$ cat src/rtl/pwm_pkg.sv
// Shared types and defaults for the PWM receive path (synchronizer + meter).
package pwm_pkg;

  localparam int W_DEF       = 8;
  localparam int TIMEOUT_DEF = 512;
  localparam int SYNC_DEF    = 2;

  typedef enum logic {
    WAIT_EDGE = 1'b0,
    MEASURE   = 1'b1
  } state_e;

  // High-time and period counters carry one extra bit so a full-scale period fits.
  function automatic int cnt_width(input int w);
    return w + 1;
  endfunction

endpackage

$ cat src/rtl/pwm_sync.sv
// Brings the asynchronous PWM input into the CLOCK_50 domain and flags its edges.
module pwm_sync
  import pwm_pkg::*;
#(
  parameter int SYNC_STAGES = SYNC_DEF
) (
  input  logic CLOCK_50,
  input  logic Resetn,
  input  logic PwmIn,
  output logic s,
  output logic rise,
  output logic fall
);

  logic [SYNC_STAGES-1:0] sync_q, sync_d;
  logic                   s_q, s_d;
  logic                   rise_q, rise_d;
  logic                   fall_q, fall_d;

  // Edge flags are registered, so s is the delayed level aligned with rise/fall.
  always_comb begin
    sync_d = {sync_q[SYNC_STAGES-2:0], PwmIn};
    s_d    = sync_q[SYNC_STAGES-1];
    rise_d = sync_q[SYNC_STAGES-1] & ~s_q;
    fall_d = ~sync_q[SYNC_STAGES-1] & s_q;
  end

  always_ff @(posedge CLOCK_50) begin
    if (!Resetn) begin
      sync_q <= '0;
      s_q    <= 1'b0;
      rise_q <= 1'b0;
      fall_q <= 1'b0;
    end else begin
      sync_q <= sync_d;
      s_q    <= s_d;
      rise_q <= rise_d;
      fall_q <= fall_d;
    end
  end

  assign s    = s_q;
  assign rise = rise_q;
  assign fall = fall_q;

endmodule

$ cat src/rtl/pwm_meter.sv
// Measures high time and period of PwmIn between rising edges; flags stuck inputs.
//   state     | meaning
//   WAIT_EDGE | discarding a partial period, waiting for a rise to start counting
//   MEASURE   | counting high time and period since the last rise
module pwm_meter
  import pwm_pkg::*;
#(
  parameter int W           = W_DEF,
  parameter int TIMEOUT     = TIMEOUT_DEF,
  parameter int SYNC_STAGES = SYNC_DEF
) (
  input  logic         CLOCK_50,
  input  logic         Resetn,
  input  logic         PwmIn,
  output logic [W-1:0] Duty,
  output logic [W:0]   Period,
  output logic         Valid,
  output logic         Stuck
);

  localparam int               CW      = cnt_width(W);
  localparam int               TW      = (TIMEOUT > 1) ? $clog2(TIMEOUT) : 1;
  localparam logic [CW-1:0]    CNT_MAX = '1;
  localparam logic [TW-1:0]    T_LAST  = TW'(TIMEOUT - 1);

  logic s, rise, fall;

  pwm_sync #(
    .SYNC_STAGES(SYNC_STAGES)
  ) u_sync (
    .CLOCK_50(CLOCK_50),
    .Resetn  (Resetn),
    .PwmIn   (PwmIn),
    .s       (s),
    .rise    (rise),
    .fall    (fall)
  );

  state_e          state_q, state_d;
  logic [CW-1:0]   hcnt_q, hcnt_d;
  logic [CW-1:0]   pcnt_q, pcnt_d;
  logic [TW-1:0]   tcnt_q, tcnt_d;
  logic [W-1:0]    duty_q, duty_d;
  logic [W:0]      period_q, period_d;
  logic            valid_q, valid_d;
  logic            stuck_q, stuck_d;
  logic            timeout;

  always_comb begin
    state_d  = state_q;
    hcnt_d   = hcnt_q;
    pcnt_d   = pcnt_q;
    tcnt_d   = tcnt_q;
    duty_d   = duty_q;
    period_d = period_q;
    valid_d  = 1'b0;
    stuck_d  = stuck_q;
    timeout  = 1'b0;

    // Any edge restarts the watchdog, so a rise always beats a coincident timeout.
    if (rise || fall) begin
      tcnt_d = '0;
    end else if (tcnt_q == T_LAST) begin
      tcnt_d  = '0;
      timeout = 1'b1;
    end else begin
      tcnt_d = tcnt_q + TW'(1);
    end

    case (state_q)
      WAIT_EDGE: begin
        if (rise) begin
          hcnt_d  = CW'(1);
          pcnt_d  = CW'(1);
          state_d = MEASURE;
        end
      end
      MEASURE: begin
        if (rise) begin
          duty_d   = hcnt_q[W] ? '1 : hcnt_q[W-1:0];
          period_d = pcnt_q;
          valid_d  = 1'b1;
          stuck_d  = 1'b0;
          hcnt_d   = CW'(1);
          pcnt_d   = CW'(1);
        end else begin
          pcnt_d = (pcnt_q == CNT_MAX) ? pcnt_q : pcnt_q + CW'(1);
          if (s && (hcnt_q != CNT_MAX)) begin
            hcnt_d = hcnt_q + CW'(1);
          end
        end
      end
      default: state_d = WAIT_EDGE;
    endcase

    if (timeout) begin
      duty_d   = s ? '1 : '0;
      period_d = '0;
      stuck_d  = 1'b1;
      valid_d  = 1'b1;
      state_d  = WAIT_EDGE;
    end
  end

  always_ff @(posedge CLOCK_50) begin
    if (!Resetn) begin
      state_q  <= WAIT_EDGE;
      hcnt_q   <= '0;
      pcnt_q   <= '0;
      tcnt_q   <= '0;
      duty_q   <= '0;
      period_q <= '0;
      valid_q  <= 1'b0;
      stuck_q  <= 1'b0;
    end else begin
      state_q  <= state_d;
      hcnt_q   <= hcnt_d;
      pcnt_q   <= pcnt_d;
      tcnt_q   <= tcnt_d;
      duty_q   <= duty_d;
      period_q <= period_d;
      valid_q  <= valid_d;
      stuck_q  <= stuck_d;
    end
  end

  assign Duty   = duty_q;
  assign Period = period_q;
  assign Valid  = valid_q;
  assign Stuck  = stuck_q;

endmodule

$ cat config.mk
export PLATFORM = sky130hd
export DESIGN_NAME = pwm_meter
export DESIGN_NICKNAME = d
export VERILOG_FILES = /design/src/rtl/pwm_pkg.sv /design/src/rtl/pwm_sync.sv /design/src/rtl/pwm_meter.sv
export SDC_FILE = /design/constraint.sdc
export NUM_CORES = 1
export LEC_CHECK = 0
export BUFFER_PORTS_ARGS = -buffer_cell sky130_fd_sc_hd__buf_2
export CAP_MARGIN = 20
export CORE_UTILIZATION = 50
export DETAILED_ROUTE_END_ITERATION = 7
export GPL_ROUTABILITY_DRIVEN = 0
export PLACE_DENSITY = 0.75
export SKIP_CTS_REPAIR_TIMING = 1
export SLEW_MARGIN = 10
export SYNTH_ARGS = -nofsm -noshare
export SYNTH_HDL_FRONTEND = slang
export SYNTH_SLANG_ARGS = --single-unit
$ cat constraint.sdc
create_clock -name CLOCK_50 -period 4.8 [get_ports CLOCK_50]
set_input_delay 0.48 -clock CLOCK_50 [delete_from_list [all_inputs] [get_ports CLOCK_50]]
set_output_delay 0.48 -clock CLOCK_50 [all_outputs]
set_load 0.02 [all_outputs]
Yosys cells after proc, flatten, opt, wreduce, memory -nomap -nowiden
Index checks and enable logic that the tools add are counted.
- reductions and logical operators: 10
- equality and inequality tests: 6
- bitwise logic cells: 6
- muxes and demuxes: 21
- add/subtract/negate cells: 3
- operator list (cell ; number):
    9-bit 2-to-1 mux ; 5
    8-bit 2-to-1 mux ; 5
    9-bit case mux with 2 select lines ; 2
    9-bit by 1-bit adder with 9-bit output, second input constant ; 3
    9-bit equality test, second input constant ; 2
    1-bit 2-to-1 mux ; 9
    9-bit inequality test, second input constant ; 1
    2-bit AND reduction ; 4
    1-bit NOT ; 4
    2-bit nonzero test ; 2
    3-bit by 1-bit inequality test with 1-bit output, second input constant ; 1
    3-bit by 2-bit inequality test with 1-bit output, second input constant ; 1
    3-bit OR reduction ; 1
    1-bit AND ; 2
    2-bit by 1-bit inequality test with 1-bit output, second input constant ; 1
    2-bit OR reduction ; 1
    1-bit logical AND ; 1
    1-bit logical OR ; 1
- word-level logic and storage cells: 58
- bits of input ports: 3
- register bits: 52
- output and inout port bits: 19

Longest topological paths before layout
Gate-level depths: netlist of the first run.
- word-level depth: 5
- depth in mapped cells: 8
- mapped depth without buffers: 7

Hierarchy
A second synthesis of the first run with hierarchy kept.
- cell total of the unflattened synthesis: 228
- area, all modules: 2054.5 µm²
- modules (own cells, without submodules) (module ; area each (µm²) ; instances ; cells an instance ; sequential area each (µm²)):
    pwm_meter ; 1914.3 ; 1 ; 218 ; 940.9
    pwm_sync ; 140.1 ; 1 ; 10 ; 100.1

Worst setup path after synthesis of the first run
Ideal clock, no wire load.
- kind: register to register
- start point: reg pcnt_q[0]
- end point: reg pcnt_q[7]
- arrival: 1.678 ns
- cell stages (with the launch flop): 9
- period minus slack after synthesis: 1.749 ns
- data required time: 4.730 ns
- setup time: 0.070 ns
- setup slack: 3.051 ns
- buffers on the path: 1
- cells stage by stage: dfxtp_1 -> ha_1 -> nand3_1 -> nor2_1 -> ha_1 -> nand2b_4 -> buf_6 -> or4_1 -> a21oi_1
- word-level cells in the longest chain between the ends: 4
- elaborated cells between the ends (all ways): 7
- those cells by class: add/sub: 1; eq/ne: 2; mux: 3; reduce/logical: 1
- RTL lines (item ; RTL line ; text):
    start, declared ; pwm_meter.sv:41 ; logic [CW-1:0] pcnt_q, pcnt_d;
    start signal, assigned ; pwm_meter.sv:118 ; pcnt_q <= pcnt_d;
    9-bit by 1-bit adder with 9-bit output ; pwm_meter.sv:87 ; pcnt_d = (pcnt_q == CNT_MAX) ? pcnt_q : pcnt_q + CW'(1);
    9-bit 2-to-1 mux ; pwm_meter.sv:87 ;
    9-bit 2-to-1 mux ; pwm_meter.sv:79 ; if (rise) begin
    9-bit case mux with 2 select lines ; pwm_meter.sv:70 ; case (state_q)
Parallel ways exist; a longest one is shown, timed or not. The select of a mux whose other input is x is not followed.
A chain may end at the register's enable or synchronous reset.

Worst setup path after layout of the first run
- start point: reg tcnt_q[0]
- end point: reg period_q[5] (netlist: Period[5])
- word-level cells in the longest chain between the ends: 4
- RTL lines (item ; RTL line ; text):
    start, declared ; pwm_meter.sv:42 ; logic [TW-1:0] tcnt_q, tcnt_d;
    start signal, assigned ; pwm_meter.sv:119 ; tcnt_q <= tcnt_d;
    9-bit equality test ; pwm_meter.sv:63 ; end else if (tcnt_q == T_LAST) begin
    1-bit 2-to-1 mux ; pwm_meter.sv:63 ;
    1-bit 2-to-1 mux ; pwm_meter.sv:61 ; if (rise || fall) begin
    2-bit OR reduction (no source line) ; - ;
    end signal, assigned ; pwm_meter.sv:121 ; period_q <= period_d;
    end, declared ; pwm_meter.sv:44 ; logic [W:0] period_q, period_d;
Every way passes these cells.

==> results by group, run 1 <==
Global route
  • Largest net degree at the start of global routing: 20
  • Vias in the first global route: 1517
  • First-pass GRT wire length: 6.596 mm
  • Gr usage total: 19.66%
  • Initial antenna violation count: 0
  • GR Overflow Total: 0

Finish
  • Commonest non-fill, non-tap cell in the layout: dfxtp_1
  • Area of the multi-input gates: 987.2 µm²
  • Fillers: 382
  • Area grow syn2layout: 8.773%
  • Most frequent cells in the layout: 52 x dfxtp_1, 28 x nand2_1, 26 x a21oi_1, 22 x nand3_1, 21 x buf_2
  • Register area: 1041 µm²
  • Antenna fix cells: 0
  • Nets: 265
  • Final instance area: 2296 µm²
  • Layout cells sized above 1: 11.72%

Timing
  • Max_slew headroom: 59.20%
  • Tmin final: 2.169 ns
  • Pins Over Slew Limit: 0
  • Period Utilization, post-route: 45.20%
  • Fmax: 0.4609 GHz
  • Layout Skew: 0.009464 ns
  • Slew of the pin with the lowest slew margin: 0.6105 ns
  • Setup TNS: 0 ns
  • Setup violations, final: 0
  • Final hold violation count: 0
  • RSZ-0062 raised after global routing: no

Synthesis
  • Post-synth top area share: 49.32%
  • Synthesized area per cell: 8.832 µm²
  • Synth Cell Area: 2111 µm²
  • Synth Register Bits: 52
  • Distinct cells, synth: 32
  • Synth area leader: dfxtp_1
  • Cells after Synth: 239
  • Syn. warnings: 0
  • Register area share after synthesis: 49.32%
  • Area contributors post-synth: dfxtp_1 49%, a21oi_1 6.2%, nand3_1 5.2%, nand2_1 5.0%, ha_1 3.6%
  • Synthesized Nets: 248

Worst setup path
  • Worst-path cell chain: ha_1 -> nand3_1 -> nor2_1 -> ha_1 -> or3b_1 -> nand2_1 -> a21oi_1
  • CP most frequent cell: ha_1
  • Worst-path fanout max: 11
  • Slowest cell on the critical path: or3b_1
  • Worst Path Required: 4.97 ns
  • FF-to-FF path depth: 7
  • Reg-to-Reg Start: tcnt_q[0]$_SDFF_PP0_
  • CP Launch Type: flip-flop
  • Worst R2R End: Period[5]$_SDFFE_PP0P_
  • Crit end category: flip-flop
  • Worst path arrival time: 2.34 ns
  • Setup CP Type: flip-flop to flip-flop
  • R2R Setup Slk: 2.63 ns
  • Slowest stage delay, CP: 0.55 ns

Place
  • Cell area after placement: 2215 µm²
  • Dpl hpwl: 2.708 mm
  • Port-buffer cells: 21

CTS
  • Root Buffer: clkbuf_8
  • CTS tree: yes
  • CTS buffer count: 5
  • Clock Tree Buf Depth: 2
  • Htree depth: 2
  • Clk sinks: 52
  • Clk Latency, worst-skew pair: 0.30 ns
  • Reg clk slew, reported paths: 0.08 ns

Floorplan
  • Rows: 23
  • Starting Density: 52.39%
  • I/O pin total: 22
  • Die height: 66.98 µm
  • Core box area: 4029 µm²
  • Die area: 4486 µm²
  • Die Wd: 66.98 µm

Detailed routing
  • Wirelength per Cell: 13.01 µm
  • Number of detailed-route iterations in the first pass: 4
  • Drt drc: 0
  • DRT iter0 DRCs: 112
  • Top sig layer: met4
  • WL met2: 1.870 mm
  • Routed WL: 3.982 mm
  • DR WL met3: 117 µm
  • Met1 WL: 1.960 mm
  • Post-DR vias/cell: 5.572
  • Post-route ant nets: 0
  • Via Count: 1705

Hold path
  • Hold Path Stages: 1
  • Worst Hold Launch: u_sync.sync_q[1]$_SDFF_PN0_
  • Worst Hold End: u_sync.fall$_SDFF_PN0_
  • HP Class: flip-flop to flip-flop

Status
  • Status: finished, final reports clean

Run
  • Total of max-cap violations: 0

Pwr
  • VDD IR-drop max: 0.1548 mV
  • PwrDens: 301.8 nW/µm²
  • Pleak: 0.0008390 µW
## per-stage QoR
step	std cells	util [%]	setup slack (ns)	hold slack, ns	total power (µW)
global placement	299	54.97	2.664	0.3913	470.8
finish	306	56.99	2.631	0.4122	692.9
detailed placement	299	54.97	2.610	0.4000	471.4
CTS	306	56.99	2.590	0.4128	701.8
floorplan	239	-	3.051	0.3824	466.9
global route	306	56.99	2.446	0.4001	723.1
## final cells by class
| cell class | instances | share of cell area (%) |
|---|---|---|
| multi-input cells | 171 | 43.00 |
| flip-flops and latches | 52 | 45.34 |
| repair buffers | 21 | 4.578 |
| inverters | 5 | 0.8174 |
| clock inverters | 2 | 0.5450 |
| well taps | 50 | 2.725 |
| clock buffers | 5 | 2.997 |
## synth_stat cells
cell type / instances
dfxtp_1: 52
nand2_1: 28
a21oi_1: 26
nand3_1: 22
nor2_1: 15
o21ai_0: 15
a31oi_1: 8
or3_1: 7
and2_1: 6
ha_1: 6
o31ai_1: 6
or4_1: 6
clkbuf_1: 5
inv_1: 5
o21a_1: 4
buf_2: 3
nand3b_1: 3
xnor2_1: 3
xor2_1: 3
buf_6: 2
mux2i_1: 2
nand4_1: 2
and3b_1: 1
buf_4: 1
nand2b_1: 1
nand2b_4: 1
nand4_2: 1
nand4b_1: 1
nor2b_1: 1
nor3_1: 1
nor4_1: 1
or3b_1: 1
## power breakdown
part | leakage, µW | switching, µW | internal (µW)
Combinational | 0.000379 | 12.8 | 6.73
Clock | 0.0000400 | 133 | 98.9
Sequential | 0.000420 | 5.80 | 436
Total | 0.000839 | 151 | 542
## worst max-delay path: cells and delay by family, from the launching register on
kind | cells | cell delay, ns
compound gates | 1 | 0.09
fa+ha+maj | 2 | 0.46
flops | 1 | 0.40
simple gates | 4 | 1.10
## registers in the layout, indices dropped and copies added, names as in the netlist
name,flops
Stuck,1
Valid,1
state_q,1
u_sync.s,1
pcnt_q,9
Duty,8
hcnt_q,9
tcnt_q,9
u_sync.sync_q,2
u_sync.fall,1
u_sync.rise,1
Period,9
## how the worst max path moves through the flow
stage | slack [ns] | end | start
2_1_floorplan | 3.05 | pcnt_q[7]$_SDFFE_PN0P_ | pcnt_q[0]$_SDFFE_PN0P_
3_3_place_gp | 2.66 | state_q$_SDFF_PP0_ | tcnt_q[0]$_SDFF_PP0_
3_5_place_dp | 2.61 | Period[5]$_SDFFE_PP0P_ | tcnt_q[0]$_SDFF_PP0_
4_1_cts | 2.59 | Period[5]$_SDFFE_PP0P_ | tcnt_q[0]$_SDFF_PP0_
5_1_grt | 2.45 | Period[5]$_SDFFE_PP0P_ | tcnt_q[0]$_SDFF_PP0_
6_report | 2.63 | Period[5]$_SDFFE_PP0P_ | tcnt_q[0]$_SDFF_PP0_
## layer usage
layer	up-vias	track usage, %
met4	0	7.181
met3	2	5.137
met5	-	0
met1	793	24.61
li1	884	-
met2	26	32.07
## logic make-up (layout without fill, tap and decap cells)
kind of cell               count (synthesis)  in the layout  synth area share, %
and+or+nand+nor                           98             98                24.13
AOI/OAI and AO/OA                         59             59                15.65
DFF                                       52             52                49.32
buffers and inverters                     16             33                3.912
adders and majority gates                  6              6                3.557
xor gates and xnor gates                   6              6                2.490
muxes                                      2              2               0.9485
Power figures use the tool's default switching activity.
==> inputs of run 2 (changes only) <==
- clock period: 4.8 -> 2.1 ns (I/O delays scaled with it)
==> run 2 against run 1 <==
Effect of this change: via count grew 2.5%; register-to-register slack lost 2.4 ns; count of clock-buffer cells in the layout is the same; design area grew 2.9%; critical path depth is the same; clock power grew to 2.8 times the previous value; critical path type unchanged; critical endpoint is now hcnt_q[5]$_SDFFE_PN0P_; highest routed layer unchanged.
==> results by group, run 2 (same netlist as run 1, synthesis figures left out) <==
Floorplan
  • Core box area: 4029 µm²
  • Die Wd: 66.98 µm
  • Rows: 23
  • Die area: 4486 µm²
  • I/O pin total: 22
  • Starting Density: 52.39%
  • Die height: 66.98 µm

Worst setup path
  • CP Launch Type: flip-flop
  • Setup CP Type: flip-flop to flip-flop
  • Crit end category: flip-flop
  • Worst path arrival time: 2.14 ns
  • Worst-path fanout max: 5
  • FF-to-FF path depth: 7
  • Worst Path Required: 2.33 ns

Pwr
  • Pleak: 0.0008708 µW
  • PwrDens: 720.0 nW/µm²
  • VDD IR-drop max: 0.2938 mV

Finish
  • Most frequent cells in the layout: 51 x dfxtp_1, 28 x nand2_1, 26 x a21oi_1, 22 x nand3_1, 21 x buf_2
  • Fillers: 368
  • Fin util: 58.63%
  • Layout cells sized above 1: 13.79%
  • Nets: 271
  • Area grow syn2layout: 11.91%
  • Commonest non-fill, non-tap cell in the layout: dfxtp_1
  • Antenna fix cells: 0

Detailed routing
  • Via Count: 1748
  • Drt drc: 0
  • Post-DR vias/cell: 5.621
  • Routed WL: 3.985 mm
  • Number of detailed-route iterations in the first pass: 4
  • DRT iter0 DRCs: 98
  • Post-route ant nets: 0
  • Wirelength per Cell: 12.81 µm

Global route
  • Vias in the first global route: 1368
  • Largest net degree at the start of global routing: 20
  • GR Overflow Total: 0
  • First-pass GRT wire length: 6.258 mm
  • Gr usage total: 18.64%
  • Initial antenna violation count: 0

Timing
  • Fmax: 0.5220 GHz
  • Max_slew headroom: 59.87%
  • Final hold violation count: 0
  • RSZ-0062 raised after global routing: no
  • Slew of the pin with the lowest slew margin: 0.6020 ns
  • Setup violations, final: 0
  • Layout Skew: 0.006710 ns
  • Pins Over Slew Limit: 0
  • Setup TNS: 0 ns
  • Period Utilization, post-route: 91.23%
  • Tmin final: 1.916 ns

Hold path
  • HP Class: input port to flip-flop
  • Hold Path Stages: 2

Status
  • Status: finished, final reports clean

CTS
  • CTS tree: yes
  • Root Buffer: clkbuf_8
  • Clk sinks: 52
  • Clk Latency, worst-skew pair: 0.30 ns
  • CTS buffer count: 5
  • Clock Tree Buf Depth: 2
  • Reg clk slew, reported paths: 0.09 ns
  • Htree depth: 2

Place
  • Dpl hpwl: 2.696 mm
  • Port-buffer cells: 21

Run
  • Total of max-cap violations: 0
[run 2: cell count changes in the layout (fill, tap and decap cells not counted), sizes merged]
cell / previous run / this run
bufinv: 0 / 1
clkinv: 1 / 0
nand3b: 3 / 4
buf: 21 / 26
clkinvlp: 1 / 0
[run 2: cell type report]
type / instances / area (µm²) / share of cell area (%)
inverter: 5 / 18.77 / 0.7945
clock buffer: 5 / 68.82 / 2.913
sequential: 52 / 1042 / 44.12
clock inverter: 1 / 30.03 / 1.271
tap: 50 / 62.56 / 2.648
multi-input combinational: 172 / 997.2 / 42.21
timing repair buffer: 26 / 142.6 / 6.038
[run 2: worst max-delay path, cell delays in order, from the launching register on]
cell and delay [ns]:
dfxtp_1 0.36, ha_1 0.24, nand3_1 0.09, nor2_1 0.04
ha_1 0.20, nand3b_1 0.26, or4_1 0.51, a21oi_1 0.15
[run 2: report_power, final]
group | internal [µW] | total (µW) | switching, µW
Combinational | 15.8 | 44.1 | 28.3
Clock | 342 | 646 | 303
Sequential | 997 | 1010 | 14.2
[run 2: layer usage]
layer / GRT usage, % / up-vias / part of all wire, %
met5: 0 / - / 0
met3: 4.623 / 6 / 4.0
met2: 28.54 / 44 / 46
met4: 7.447 / 0 / 1.5
met1: 24.77 / 796 / 49
li1: - / 902 / -
[run 2: final timing paths]
kind	to	slack (ns)	from
setup / recovery	hcnt_q[5]$_SDFFE_PN0P_	0.18	hcnt_q[0]$_SDFFE_PN0P_
hold / removal	u_sync.sync_q[0]$_SDFF_PN0_	0.11	PwmIn
hold reg to reg	u_sync.fall$_SDFF_PN0_	0.44	u_sync.sync_q[1]$_SDFF_PN0_
setup reg to reg	hcnt_q[5]$_SDFFE_PN0P_	0.18	hcnt_q[0]$_SDFFE_PN0P_
[run 2: through the flow]
step | hold slack (ns) | cell area, µm² | cells | setup WS (ns) | total power [µW]
after floorplan | 0.3373 | 2111 | 239 | 0.3515 | 1067
after global placement | 0.4173 | 2252 | 304 | 0.1348 | 1076
after detailed placement | 0.4204 | 2252 | 304 | 0.1302 | 1077
after CTS | 0.1067 | 2351 | 310 | 0.09239 | 1711
after global routing | 0.1090 | 2362 | 311 | 0.01594 | 1757
final | 0.1111 | 2362 | 311 | 0.1841 | 1701
==> inputs of run 3 (changes only) <==
- SLEW_MARGIN: 10 -> not set
- clock period: 2.1 -> 1.9 ns (I/O delays scaled with it)
==> run 3 against run 2 <==
Effect of this change: first-iteration DRC count is the same; die area unchanged; non-clock buffer count rose by 13; utilization up 3.7 points; final cell count is 4.5% higher; critical endpoint unchanged; largest cell class unchanged; highest routed layer unchanged.
==> results by group, run 3 (same netlist as run 1, synthesis figures left out) <==
Detailed routing
  • Post-route ant nets: 0
  • DRT iter0 DRCs: 98
  • Via Count: 1837
  • Routed WL: 4.471 mm
  • Post-DR vias/cell: 5.652
  • Number of detailed-route iterations in the first pass: 4
  • WL met2: 2.058 mm
  • Wirelength per Cell: 13.76 µm
  • DR WL met3: 152 µm
  • Met1 WL: 2.175 mm
  • Drt drc: 0
  • Top sig layer: met4

Floorplan
  • Starting Density: 52.39%
  • Die height: 66.98 µm
  • Core box area: 4029 µm²
  • Die area: 4486 µm²
  • Die Wd: 66.98 µm
  • I/O pin total: 22
  • Rows: 23

Finish
  • Layout cells sized above 1: 24.00%
  • Most frequent cells in the layout: 45 x dfxtp_1, 27 x nand2_1, 25 x a21oi_1, 21 x nand3_1, 21 x buf_2
  • Area grow syn2layout: 19.03%
  • Fillers: 346
  • Register area: 1050 µm²
  • Commonest non-fill, non-tap cell in the layout: dfxtp_1
  • Area of the multi-input gates: 1040 µm²
  • Final instance area: 2512 µm²
  • Fin util: 62.36%
  • Nets: 283
  • Antenna fix cells: 0

Timing
  • Pins Over Slew Limit: 0
  • RSZ-0062 raised after global routing: yes
  • Final worst slack: 0.007490 ns
  • Fmax: 0.5284 GHz
  • Layout Skew: 0.007723 ns
  • Max_slew headroom: 57.19%
  • Tmin final: 1.893 ns
  • Worst hold slack: 0.09035 ns
  • Period Utilization, post-route: 99.61%
  • Setup violations, final: 0
  • Setup TNS: 0 ns
  • Final hold violation count: 0
  • Slew of the pin with the lowest slew margin: 0.6406 ns

Hold path
  • HP Class: input port to flip-flop

Pwr
  • VDD IR-drop max: 0.4166 mV
  • Pleak: 0.0009258 µW
  • PwrDens: 730.1 nW/µm²

CTS
  • Htree depth: 2
  • Clk Latency, worst-skew pair: 0.31 ns
  • CTS tree: yes
  • Root Buffer: clkbuf_8
  • Clock Tree Buf Depth: 2
  • Reg clk slew, reported paths: 0.09 ns
  • Clk sinks: 52
  • CTS buffer count: 5

Place
  • Dpl hpwl: 2.911 mm
  • Port-buffer cells: 21
  • Pre-CTS setup slack: 0.007465 ns
  • Cell area after placement: 2290 µm²

Run
  • Total of max-cap violations: 0

Worst setup path
  • Worst Path Required: 2.14 ns
  • CP Launch Type: flip-flop
  • Setup CP Type: flip-flop to flip-flop
  • Crit end category: flip-flop
  • Worst-path fanout max: 8
  • Worst path arrival time: 2.13 ns

Global route
  • Gr usage total: 20.63%
  • First-pass GRT wire length: 6.975 mm
  • GR Overflow Total: 0
  • Initial antenna violation count: 0
  • Largest net degree at the start of global routing: 20
  • Vias in the first global route: 1548

Status
  • Status: finished, final reports clean
## run 3: changes by cell type in the layout (fill, tap and decap cells not counted), moves of 2 or more
| cell | change |
|---|---|
| dfxtp_1 | -6 |
| ha_4 | +2 |
| dfxtp_2 | +6 |
| buf_6 | +2 |
| buf_4 | +11 |
| ha_1 | -4 |
| ha_2 | +2 |
## run 3: layer usage
metal / vias to the layer above / global-route usage, %
met5: - / 0
li1: 917 / -
met2: 44 / 31.57
met3: 9 / 4.623
met1: 867 / 27.01
met4: 0 / 10.11
## run 3: final timing paths
check	startpoint	end	cells past startpoint	slack [ns]
hold reg to reg	u_sync.sync_q[0]$_SDFF_PN0_	u_sync.sync_q[1]$_SDFF_PN0_	1	0.44
setup / recovery	hcnt_q[0]$_SDFFE_PN0P_	hcnt_q[5]$_SDFFE_PN0P_	7	0.007
hold / removal	PwmIn	u_sync.sync_q[0]$_SDFF_PN0_	2	0.09
setup reg to reg	hcnt_q[0]$_SDFFE_PN0P_	hcnt_q[5]$_SDFFE_PN0P_	7	0.007
## run 3: critical path, stage by stage (launching register included)
cell      delay, ns
dfxtp_2        0.34
ha_4           0.16
nand3_2        0.08
nor2_2         0.04
ha_2           0.17
nand3b_1       0.32
or4_4          0.60
a21oi_2        0.12
## run 3: report_power, final
part	switching (µW)	internal (µW)	total (µW)
logic	40.0	29.5	69.5
clock network	351	296	647
registers	14.9	1100	1120
total	406	1430	1830
## run 3: stage by stage
step           power, µW  cells
3_5_place_dp        1198    309
2_1_floorplan       1180    239
3_3_place_gp        1196    309
4_1_cts             1835    317
6_report            1834    325
5_1_grt             1897    325
## run 3: layout make-up
type	instances	share of cell area [%]
clock buffer	7	3.436
clock inverter	1	0.2988
inverter	5	0.7470
multi-input combinational	171	41.38
sequential	52	41.78
tap	50	2.490
timing repair buffer	39	9.861
